`src/rtl/fifo_pkg.sv`:
```
// ----------------------------------------------------------------------------
// fifo_pkg
//   Constants and types shared by the asynchronous FIFO and its read-side
//   packer.
//   - FIFO_DSIZE / FIFO_ASIZE : default data and address widths of the FIFO
//   - pk_state_e              : packer state (gathering bytes / word on output)
//   - cnt_width()             : bits needed to hold the values 0..n
// ----------------------------------------------------------------------------
package fifo_pkg;

  localparam int FIFO_DSIZE = 8;
  localparam int FIFO_ASIZE = 4;

  typedef enum logic {
    PK_FILL = 1'b0,
    PK_OUT  = 1'b1
  } pk_state_e;

  // Width of a counter that must represent 0..n inclusive; never below 1 bit
  // so that a zero-valued parameter still yields a legal vector.
  function automatic int cnt_width(input int n);
    return (n < 1) ? 1 : $clog2(n + 1);
  endfunction

endpackage

```
`src/rtl/pk_idle_timer.sv`:
```
// ----------------------------------------------------------------------------
// pk_idle_timer
//   Saturating idle counter for the read-side packer. Counts edges on which
//   'run' is high, clears on 'clr', and saturates at TMO. TMO = 0 disables it.
//   Ports:
//     rclk    in  read clock
//     rrst_n  in  asynchronous active-low reset
//     clr     in  clear the count (takes priority over run)
//     run     in  advance the count on this edge
//     expired out this edge brings the count to TMO
// ----------------------------------------------------------------------------
module pk_idle_timer
  import fifo_pkg::*;
#(
  parameter int TMO = 16
) (
  input  logic rclk,
  input  logic rrst_n,
  input  logic clr,
  input  logic run,
  output logic expired
);

  localparam int            TW   = cnt_width(TMO);
  localparam bit            EN   = (TMO != 0);
  localparam logic [TW-1:0] SAT  = TW'(TMO);
  localparam logic [TW-1:0] LAST = EN ? TW'(TMO - 1) : '0;

  logic [TW-1:0] idle_q;

  // NOTE: sequential state uses non-blocking assignments only, so every
  // flop samples pre-edge values regardless of block evaluation order.
  always_ff @(posedge rclk or negedge rrst_n) begin
    if (!rrst_n) begin
      idle_q <= '0;
    end else if (clr) begin
      idle_q <= '0;
    end else if (EN && run && (idle_q != SAT)) begin
      idle_q <= idle_q + TW'(1);
    end
  end

  // Asserted on the edge that moves the count from TMO-1 to TMO, so the
  // consumer can act on that same edge rather than one cycle later.
  assign expired = EN && run && (idle_q >= LAST);

endmodule

```
`src/rtl/fifo_rd_packer.sv`:
```
// ----------------------------------------------------------------------------
// fifo_rd_packer
//   Read-side consumer of the 8-bit asynchronous FIFO (read clock domain).
//   Pops bytes from a first-word-fall-through FIFO port, packs PACK bytes
//   little-endian into one word and offers it on a valid/ready handshake.
//   Partial words leave on 'flush' or after TMO idle cycles.
//   Ports:
//     rclk, rrst_n  read clock, asynchronous active-low reset
//     rempty        FIFO empty flag
//     rdata         FIFO head byte (valid while rempty = 0)
//     rinc          FIFO pop strobe (combinational)
//     flush         emit the current partial word
//     out_ready     downstream accept
//     out_valid     packed word valid
//     out_data      packed word, first byte in the lowest lane
//     out_cnt       number of valid bytes in out_data
// ----------------------------------------------------------------------------
module fifo_rd_packer
  import fifo_pkg::*;
#(
  parameter int DSIZE = FIFO_DSIZE,
  parameter int PACK  = 4,
  parameter int TMO   = 16
) (
  input  logic                        rclk,
  input  logic                        rrst_n,
  input  logic                        rempty,
  input  logic [DSIZE-1:0]            rdata,
  output logic                        rinc,
  input  logic                        flush,
  input  logic                        out_ready,
  output logic                        out_valid,
  output logic [DSIZE*PACK-1:0]       out_data,
  output logic [cnt_width(PACK)-1:0]  out_cnt
);

  localparam int CW = cnt_width(PACK);

  pk_state_e             state, state_next;
  logic [CW-1:0]         cnt;
  logic [DSIZE*PACK-1:0] lanes;

  logic pop;
  logic accept;
  logic tmo_hit;
  logic idle_run;
  logic idle_clr;

  // ---------------------------------------------------------------- FSM
  always_ff @(posedge rclk or negedge rrst_n) begin
    if (!rrst_n) begin
      state <= PK_FILL;
    end else begin
      state <= state_next;
    end
  end

  // NOTE: every signal driven here gets a default first; a path that leaves
  // one unassigned would infer a latch.
  always_comb begin
    state_next = state;
    pop        = 1'b0;
    accept     = 1'b0;
    case (state)
      PK_FILL: begin
        // Gating with rrst_n keeps the FIFO untouched while reset is held.
        pop = rrst_n && !rempty;
        // A flush or pop on this edge counts the popped byte, so the word
        // that leaves always includes it.
        if ((pop && (cnt == CW'(PACK - 1))) ||
            (flush && (pop || (cnt != '0))) ||
            (tmo_hit && (cnt != '0))) begin
          state_next = PK_OUT;
        end
      end
      PK_OUT: begin
        accept = out_ready;
        if (accept) begin
          state_next = PK_FILL;
        end
      end
    endcase
  end

  // ----------------------------------------------------- byte counter/lanes
  // NOTE: the lane register is reset as well as the control flops, because
  // out_data is required to read 0 out of reset and after a discarded word.
  always_ff @(posedge rclk or negedge rrst_n) begin
    if (!rrst_n) begin
      cnt   <= '0;
      lanes <= '0;
    end else if (accept) begin
      cnt   <= '0;
      lanes <= '0;
    end else if (pop) begin
      cnt <= cnt + CW'(1);
      for (int i = 0; i < PACK; i++) begin
        if (cnt == CW'(i)) begin
          lanes[i*DSIZE +: DSIZE] <= rdata;
        end
      end
    end
  end

  // --------------------------------------------------------- idle timeout
  assign idle_run = (state == PK_FILL) && (cnt != '0) && !pop;
  assign idle_clr = pop || accept;

  pk_idle_timer #(
    .TMO (TMO)
  ) u_idle_timer (
    .rclk    (rclk),
    .rrst_n  (rrst_n),
    .clr     (idle_clr),
    .run     (idle_run),
    .expired (tmo_hit)
  );

  // --------------------------------------------------------------- outputs
  assign rinc      = pop;
  assign out_valid = (state == PK_OUT);
  assign out_data  = lanes;
  assign out_cnt   = cnt;

endmodule
```
`config.mk`:
```
export PLATFORM = sky130hd
export DESIGN_NAME = fifo_rd_packer
export DESIGN_NICKNAME = d
export VERILOG_FILES = /design/src/rtl/fifo_pkg.sv /design/src/rtl/pk_idle_timer.sv /design/src/rtl/fifo_rd_packer.sv
export SDC_FILE = /design/constraint.sdc
export NUM_CORES = 1
export LEC_CHECK = 0
export BUFFER_PORTS_ARGS = -buffer_cell sky130_fd_sc_hd__buf_2
export CAP_MARGIN = 0
export CELL_PAD_IN_SITES_DETAIL_PLACEMENT = 1
export CELL_PAD_IN_SITES_GLOBAL_PLACEMENT = 2
export CORE_MARGIN = 5
export CORE_UTILIZATION = 34
export DETAILED_ROUTE_END_ITERATION = 6
export GPL_TIMING_DRIVEN = 0
export PLACE_DENSITY_LB_ADDON = 0.2
export SYNTH_ARGS = -nofsm -noshare
export SYNTH_HDL_FRONTEND = slang
export SYNTH_SLANG_ARGS = --single-unit
```
`constraint.sdc`:
```
create_clock -name rclk -period 4.8 [get_ports rclk]
set_clock_uncertainty 0.1 [all_clocks]
set_input_delay 0.24 -clock rclk [delete_from_list [all_inputs] [get_ports rclk]]
set_output_delay 0.24 -clock rclk [all_outputs]
set_load 0.02 [all_outputs]
```
==> results of run 1 <==
state kept, by name, indices dropped and copies added, names as in the netlist:
register and cells:
out_data 32, u_idle_timer.idle_q 5, out_valid 1, out_cnt 3
layout make-up:
class	count	area (um^2)	share of cell area
Sequential cell	41	1030	0.441
Multi-Input combinational cell	128	790	0.340
Timing Repair Buffer	49	245	0.105
Tap cell	72	90.1	0.0388
Clock buffer	6	82.6	0.0355
Buffer	7	45.0	0.0194
Inverter	8	32.5	0.0140
Clock inverter	2	13.8	0.00592
per-layer routing:
metal,routed length (um),vias up,global-route usage
met5,0,-,0
met4,45,0,0.0388
met3,224,5,0.0471
met2,2060,32,0.208
met1,2360,723,0.195
li1,-,725,-
synth_stat cells:
master,n,share of area
sky130_fd_sc_hd__a21oi_1,9,0.024
sky130_fd_sc_hd__a31oi_1,1,0.0033
sky130_fd_sc_hd__and2_1,2,0.0066
sky130_fd_sc_hd__and2b_2,1,0.0046
sky130_fd_sc_hd__and3_1,1,0.0033
sky130_fd_sc_hd__and4bb_2,1,0.0066
sky130_fd_sc_hd__buf_1,1,0.0020
sky130_fd_sc_hd__buf_2,3,0.0079
sky130_fd_sc_hd__buf_6,2,0.012
sky130_fd_sc_hd__clkbuf_1,1,0.0020
sky130_fd_sc_hd__dfrtp_1,41,0.54
sky130_fd_sc_hd__ha_1,8,0.053
sky130_fd_sc_hd__inv_1,7,0.014
sky130_fd_sc_hd__inv_4,1,0.0033
sky130_fd_sc_hd__mux2i_1,19,0.10
sky130_fd_sc_hd__nand2_1,37,0.073
sky130_fd_sc_hd__nand2b_2,1,0.0046
sky130_fd_sc_hd__nand3_1,9,0.024
sky130_fd_sc_hd__nand3_2,2,0.011
sky130_fd_sc_hd__nand4_1,1,0.0033
sky130_fd_sc_hd__nor2_1,17,0.034
sky130_fd_sc_hd__nor2b_1,1,0.0033
sky130_fd_sc_hd__nor3_1,2,0.0053
sky130_fd_sc_hd__nor4_4,1,0.011
sky130_fd_sc_hd__o21ai_0,5,0.013
sky130_fd_sc_hd__o21ai_1,6,0.016
sky130_fd_sc_hd__o21ai_2,2,0.0093
sky130_fd_sc_hd__o31ai_1,2,0.0079
cells by family after synthesis:
kind of cell / Yosys count / share of synthesized area
flops: 41 / 0.542
mux: 19 / 0.100
buf+inv: 15 / 0.0410
compound gates: 25 / 0.0734
fa+ha+maj: 8 / 0.0529
simple gates: 76 / 0.190
how the worst max path moves through the flow:
stage | depth (start not counted) | start | to | slack (ns)
finish | 6 | rrst_n | rinc | 2.52
global route | 6 | rrst_n | rinc | 2.23
CTS | 6 | rrst_n | rinc | 2.42
detailed placement | 7 | rrst_n | out_data[8]$_DFFE_PN0P_ | 2.37
global placement | 7 | rrst_n | out_data[12]$_DFFE_PN0P_ | 2.39
floorplan | 7 | out_cnt[0]$_DFFE_PN0N_ | out_data[4]$_DFFE_PN0P_ | 3.06
power by group through the flow:
stage / clock network, mW / logic (mW) / registers (mW)
6_report: 0.242 / 0.407 / 0.467
3_5_place_dp: 0 / 0.413 / 0.476
3_3_place_gp: 0 / 0.413 / 0.474
5_1_grt: 0.270 / 0.457 / 0.480
2_1_floorplan: 0 / 0.197 / 0.546
4_1_cts: 0.253 / 0.417 / 0.469
through the flow:
| stage | setup slack, ns | util |
|---|---|---|
| after floorplan | 3.06 | - |
| after global placement | 2.39 | 0.407 |
| after detailed placement | 2.37 | 0.407 |
| after CTS | 2.42 | 0.425 |
| after global routing | 2.23 | 0.425 |
| final | 2.52 | 0.425 |
critical path: cells and delay by family:
family                 cells  cell delay, ns
buffers and inverters      4            1.23
and+or+nand+nor            2            0.45
==> results.md, run 1 <==
Setup path:
- Along the worst path, the maximum fanout reaches 42.
- The worst setup path is captured at an output pin.
- The launch point of the worst reg-to-reg path is out_cnt[0]$_DFFE_PN0N_.
- The required time of the critical path is 4.46 ns.
- The data arrival at the endpoint of the critical path is around 1.9 ns.
- Setup slack on the worst reg-to-reg path comes out at approximately 2.9 ns.
- The critical path's largest stage delay is ~0.71 ns.
- The critical path in this run is classified as in2out.
- The cell with the biggest individual delay on the critical path is sky130_fd_sc_hd__buf_2.
- By instance count, the cell type seen most on the critical path is sky130_fd_sc_hd__buf_2.
- The endpoint identified for the worst register-to-register timing path is out_data[4]$_DFFE_PN0P_.
- The worst setup path is launched from a primary input.
- Traced cell by cell, the critical path runs through buf_2, and2b_2, nand2b_2, inv_4, buf_2, buf_2.
- The worst register-to-register path has a depth of 7.

Timing:
- The share of the cycle needed by the critical path after routing is 0.476.
- The hold violation count in the final report was 19.
- After routing, the total negative slack on setup checks comes to 0 ns.
- The worst hold slack is -0.0240 ns.
- For the pin with the worst max-slew slack, the measured transition is between 0.9 and 1 ns.
- The number of setup violations in the final report is 0.
- The clock period minus final worst setup slack is roughly 2.3 ns.
- Setup repair after global routing left no endpoint under its margin.
- The final number of max-transition violations is 0.
- Static timing analysis puts the maximum clock frequency at approximately 440 MHz.
- The worst relative slew slack is 0.367.

Floorplan:
- During I/O placement, the number of pins put on the boundary was 50.
- The die covers between 7000 and 8000 um^2.
- The floorplan has 27 rows.
- The overall die width is about 85 um.
- The die is ~85 um tall.
- The core outline area is 5470 um^2.
- The initial utilization of the core area, before any placement, comes to 0.346.

CTS:
- The number of buffers inserted during clock tree synthesis is 5.
- The count of buffers added by post-CTS timing repair for setup is 0.
- The number of hold buffers added after CTS is 0.
- The number of gates resized after CTS is 0.
- CTS built an H-tree with a depth of 2.
- After clock tree synthesis, the clock-pin slew on the worst setup and hold paths is roughly 0.090 ns.
- The clock sink count is between 40 and 50.
- Counting along the longest clock path gives a buffer depth of 2.
- The TritonCTS clock tree is built.
- The root cell of the clock tree is sky130_fd_sc_hd__clkbuf_8.
- The clock latency of the later-clocked register in the worst-skew pair is around 0.30 ns.

Yosys:
- Averaged over all synthesized cells, the footprint is between 10 and 15 um^2.
- The synthesized netlist occupies a cell area of between 1500 and 2000 um^2.
- For this run, the register share of the synthesized area comes to 0.542.
- Counting every instance in the synthesized netlist gives around 180.
- When the netlist entered floorplanning its net count stood at between 200 and 250.
- The number of warnings issued by yosys is 0.
- The distinct cell type count of the synthesized netlist is 28.
- The number of synthesized register bits is 41.

Power:
- Of the total power, combinational logic draws 0.365.
- The share of total power dissipated in the clock network is 0.216.
- The switching power total is approximately 450 uW.
- The share of total power consumed by net switching is 0.403.
- Summing internal, switching and leakage power gives about 1.1 mW.
- Across the VDD grid, the largest voltage drop is between 0.0001 and 0.00015 V.
- The internal power of the cells totals 666 uW.
- The share of total power dissipated in sequential elements is 0.418.
- The leakage power of the design is 1.32 nW.
- For this design the ratio of total power to cell area is between 400 and 500 nW/um^2.

Route:
- The post-detailed-route via-to-cell ratio is around 4.7.
- The via count is roughly 1.5k.
- The final layout contains routed wiring with a total length of about 4700 um.
- In the final routed layout, each cell accounts on average for roughly 15 um.
- In this run the remaining antenna-violating nets after routing total 0.
- The number of DRC markers in iteration 0 is 52.
- For this run, design rule violations remaining after detail routing come to 0.
- The detailed-routing iteration count for the pre-antenna-repair pass is 4.

Cells and area:
- 0 antenna diodes ended up in the layout.
- The cell area after layout is 2320 um^2.
- The synthesis-to-finish area growth is 22.8%.
- The net count of the finished layout is ~260.
- The total of fill cells in the finished design is around 660.
- The count of cells in the finished layout, fillers not included, comes to ~310.
- Leaving out fill and tap cells, the most frequent cell in the layout is sky130_fd_sc_hd__buf_2.
- The share of cells above drive strength 1 is 0.295.
- In the layout the commonest cells are 52 x sky130_fd_sc_hd__buf_2, 41 x sky130_fd_sc_hd__dfrtp_1, 37 x sky130_fd_sc_hd__nand2_1, 19 x sky130_fd_sc_hd__mux2i_1, 17 x sky130_fd_sc_hd__nor2_1.

Placement:
- During placement, the flow inserted port buffers numbering just under 50.
- The total half-perimeter wirelength after legalization and detailed placement is around 3500 um.
- Including well taps, the total number of placed cells is between 300 and 400.
- The routability congestion estimate is between 0.7 and 0.8.
- Summing all placed instances gives a cell area of between 2000 and 2500 um^2.

Global routing:
- Entering global routing, the biggest net connects 43 pins.
- The global-route total usage across every layer is 0.140.
- The first-pass GRT wire length is roughly 8000 um.
- The via count of the first global-routing pass is about 1.6k.
- The overflow left after global routing is 0.
- The initial antenna violation count is 0.

Status:
- The checks that failed: negative hold slack.
- The flow ran to the end, but the final reports show violations.

Worst hold path:
- The min-delay analysis places its worst path in the category in2async.

Flow run:
- Max-cap violations in this run came to 0.
Power figures use the tool's default switching activity.
==> inputs of run 2 (changes only) <==
--- a/config.mk
+++ b/config.mk
@@ -10,7 +10,7 @@
 export CELL_PAD_IN_SITES_DETAIL_PLACEMENT = 1
 export CELL_PAD_IN_SITES_GLOBAL_PLACEMENT = 2
 export CORE_MARGIN = 5
-export CORE_UTILIZATION = 34
+export CORE_UTILIZATION = 29
 export DETAILED_ROUTE_END_ITERATION = 6
 export GPL_TIMING_DRIVEN = 0
 export PLACE_DENSITY_LB_ADDON = 0.2
==> constraint.sdc (replaced) <==
create_clock -name rclk -period 2 [get_ports rclk]
set_clock_uncertainty 0.1 [all_clocks]
set_input_delay 0.1 -clock rclk [delete_from_list [all_inputs] [get_ports rclk]]
set_output_delay 0.1 -clock rclk [all_outputs]
set_load 0.02 [all_outputs]
==> run 2 against run 1 <==
Compared with the run above: cell count is 4.8% higher; worst setup slack worse by 2.3 ns; via count is 2.6% higher; clock power grew to 2.8 times the previous value; largest cell class unchanged; critical path depth is 1 higher; sequential cell count stayed put; sequential power is 140% higher; sequential share of layout area is 2.6 points lower; the flow now finishes without violations; critical path type unchanged; routed wire length is 8.7% higher.
==> results.md, run 2 (synthesized netlist as in run 1, its figures left out) <==
Status:
- The flow ran to the end, and the final reports show no timing, DRC or antenna violations.

Timing:
- Setup repair after global routing left no endpoint under its margin.
- The share of the cycle needed by the critical path after routing is 0.915.
- The final number of max-transition violations came to 0.
- The worst hold slack is between 0.04 and 0.05 ns.
- The worst relative slew slack is 0.651.
- Subtracting the final worst setup slack from the clock period gives ~1.8 ns.
- The hold violation count in the final report is 0.
- The transition time at the pin with the least slew margin is around 0.52 ns.
- The highest achievable clock rate is ~550 MHz.
- The number of setup violations in the final report is 0.

Route:
- For this block, the routed nets add up to roughly 5100 um of wire.
- The number of DRC markers in iteration 0 is 36.
- The post-route antenna net violation count is 0.
- The detailed-routing iteration count for the pre-antenna-repair pass is 4.
- The routed layout has ~1.5k vias.
- The remaining design rule violation count is 0.
- The post-detailed-route via-to-cell ratio is roughly 4.6.
- The final routed wire length divided by cell count is 15.5 um.

CTS:
- After clock tree synthesis, the clock-pin slew on the worst setup and hold paths is approximately 0.090 ns.
- The root buffer cell chosen for the clock tree is sky130_fd_sc_hd__clkbuf_8.
- The number of buffers inserted during clock tree synthesis is 5.
- The clock drives 41 sinks.
- After clock tree synthesis, the setup repair step added 0 buffers.
- Clock latency on the worst-skew pair, taken at its later pin, is 0.30 ns.
- TritonCTS built the clock tree.
- The clock passes through at most 2 buffers.
- In this run the number of H-tree levels came out at 2.

Cells and area:
- The count of placed standard cells in the final layout, fillers left out is approximately 330.
- The repair_antennas step left the layout with diodes totalling 0.
- The share of cells above drive strength 1 is 0.295.
- The commonest non-fill, non-tap cell in the layout is sky130_fd_sc_hd__buf_2.
- The layout has around 750 filler cells.
- In the layout the commonest cells are 51 x sky130_fd_sc_hd__buf_2, 41 x sky130_fd_sc_hd__dfrtp_1, 36 x sky130_fd_sc_hd__nand2_1, 19 x sky130_fd_sc_hd__mux2i_1, 17 x sky130_fd_sc_hd__nor2_1.
- The synthesis-to-finish area growth is 30.3%.
- The register with the most flip-flops in the layout has 32 of them.
- The final layout contains approximately 270 nets.

Global routing:
- Summed over all layers, the global routing overflow is 0.
- The via count of the first global-routing pass came to 1761.
- The initial antenna violation count is 0.
- The maximum number of pins on one net before global-route repair is 42.
- The global-route total usage across every layer is 0.130.
- The first-pass GRT wire length is approximately 8700 um.

Power:
- IR analysis of the VDD net gives a maximum drop of about 0.00036 V.
- The leakage power of the design is 1.37 nW.
- The cell area power density is 1150 nW/um^2.

Setup path:
- The cell with the biggest individual delay on the critical path is sky130_fd_sc_hd__dlygate4sd3_1.
- By startpoint and endpoint, the worst setup path is classified as in2out.
- The critical path goes through dlygate4sd3_1, buf_4, and2b_2, nand2b_2, inv_4, buf_2, buf_2.
- The cell family with the largest share of critical-path delay is buffers and inverters.
- On the worst path, the slowest cell contributes a delay of approximately 0.53 ns.
- STA classifies the critical path startpoint as a primary input.
- The worst reg2reg path depth is 6.
- The kind of end point of the critical path is an output pin.
- Along the worst path, the maximum fanout reaches 10.
- The cell that appears most often on the critical path is sky130_fd_sc_hd__buf_2.
- The terminus of the critical flop-to-flop path is u_idle_timer.idle_q[2]$_DFFE_PN0P_.
- In this run the critical register-to-register path is launched from out_cnt[0]$_DFFE_PN0N_.
- The required time of the critical path is 1.80 ns.
- The critical path contains buffers and inverters numbering 5 combined.
- Data arrives at the worst endpoint at roughly 1.6 ns.
- The setup slack of the most critical reg-to-reg path is between 0.2 and 0.3 ns.

Placement:
- Once placement completed, the tool counted placed cells totaling slightly above 300.
- Port buffering added between 40 and 50 buffers.
- The routability congestion estimate is ~0.70.
- The total half-perimeter wirelength after legalization and detailed placement is about 3700 um.

Worst hold path:
- The hold path startpoint is flush.
- The min-delay analysis places its worst path in the category in2reg.
- The worst hold path cell count is 3.
- For hold timing, the worst endpoint is out_valid$_DFF_PN0_.

Floorplan:
- The overall die width is between 90 and 100 um.
- The floorplan die area is 8240 um^2.
- The floorplan has 29 rows.
- For this configuration, the core starts out at a cell density of 0.298.
- In this run the standard cell core region covers about 6300 um^2.
- In this run the vertical extent of the chip is about 91 um.
- 50 I/O pins were placed.

Flow run:
- Max-cap violations in this run came to 0.
[run 2: worst max path at each step]
stage,depth (start not counted),endpoint,slack (ns),from
floorplan,7,out_data[4]$_DFFE_PN0P_,0.26,out_cnt[0]$_DFFE_PN0N_
global placement,7,out_data[16]$_DFFE_PN0P_,-0.31,rrst_n
detailed placement,7,out_data[20]$_DFFE_PN0P_,-0.31,rrst_n
CTS,7,out_data[5]$_DFFE_PN0P_,0.05,out_cnt[1]$_DFFE_PN0N_
global route,8,u_idle_timer.idle_q[1]$_DFFE_PN0P_,0.08,rrst_n
finish,7,rinc,0.17,rrst_n
[run 2: metal layers]
layer | share of wire | track usage | vias to the layer above
met5 | 0 | 0 | -
met4 | 0.0098 | 0.0293 | 0
met3 | 0.056 | 0.0433 | 6
met2 | 0.46 | 0.215 | 35
met1 | 0.48 | 0.164 | 734
li1 | - | - | 749
[run 2: where the power goes]
group / switching, mW / total (mW) / internal (mW)
logic: 0.670 / 1.01 / 0.344
registers: 0.132 / 1.13 / 0.994
clock network: 0.313 / 0.686 / 0.374
[run 2: area by class of cell]
type                       instances  area [um^2]  area share
buffer                             7         45.0      0.0183
clock buffer                       5         68.8      0.0279
clock inverter                     3         46.3      0.0188
inverter                           8         32.5      0.0132
multi-input combinational        128          795       0.322
sequential                        41         1030       0.416
tap                               77         96.3      0.0390
timing repair buffer              59          358       0.145
[run 2: stage by stage]
stage          TNS (ns)  setup WS [ns]  cell area [um^2]  total power [mW]   util
6_report              0          0.171              2470              2.83  0.389
4_1_cts               0         0.0484              2460              2.87  0.388
3_5_place_dp      -8.98         -0.313              2230              2.15  0.352
3_3_place_gp      -8.73         -0.312              2230              2.14  0.352
2_1_floorplan         0          0.263              1890              1.78      -
5_1_grt               0         0.0754              2470              3.04  0.389
[run 2: tightest hold or removal path: stages]
cell and delay, ns:
sky130_fd_sc_hd__buf_2 0.09, sky130_fd_sc_hd__a21oi_1 0.05, sky130_fd_sc_hd__a31oi_1 0.16
[run 2: repair_timing]
action | 4_1_cts | 5_1_grt
hold buffers | 10 | 0
endpoints found under the hold margin | 52 | 0
setup endpoints to repair | 1 | 8
pin swaps | 0 | 0
gates resized for setup | 1 | 2
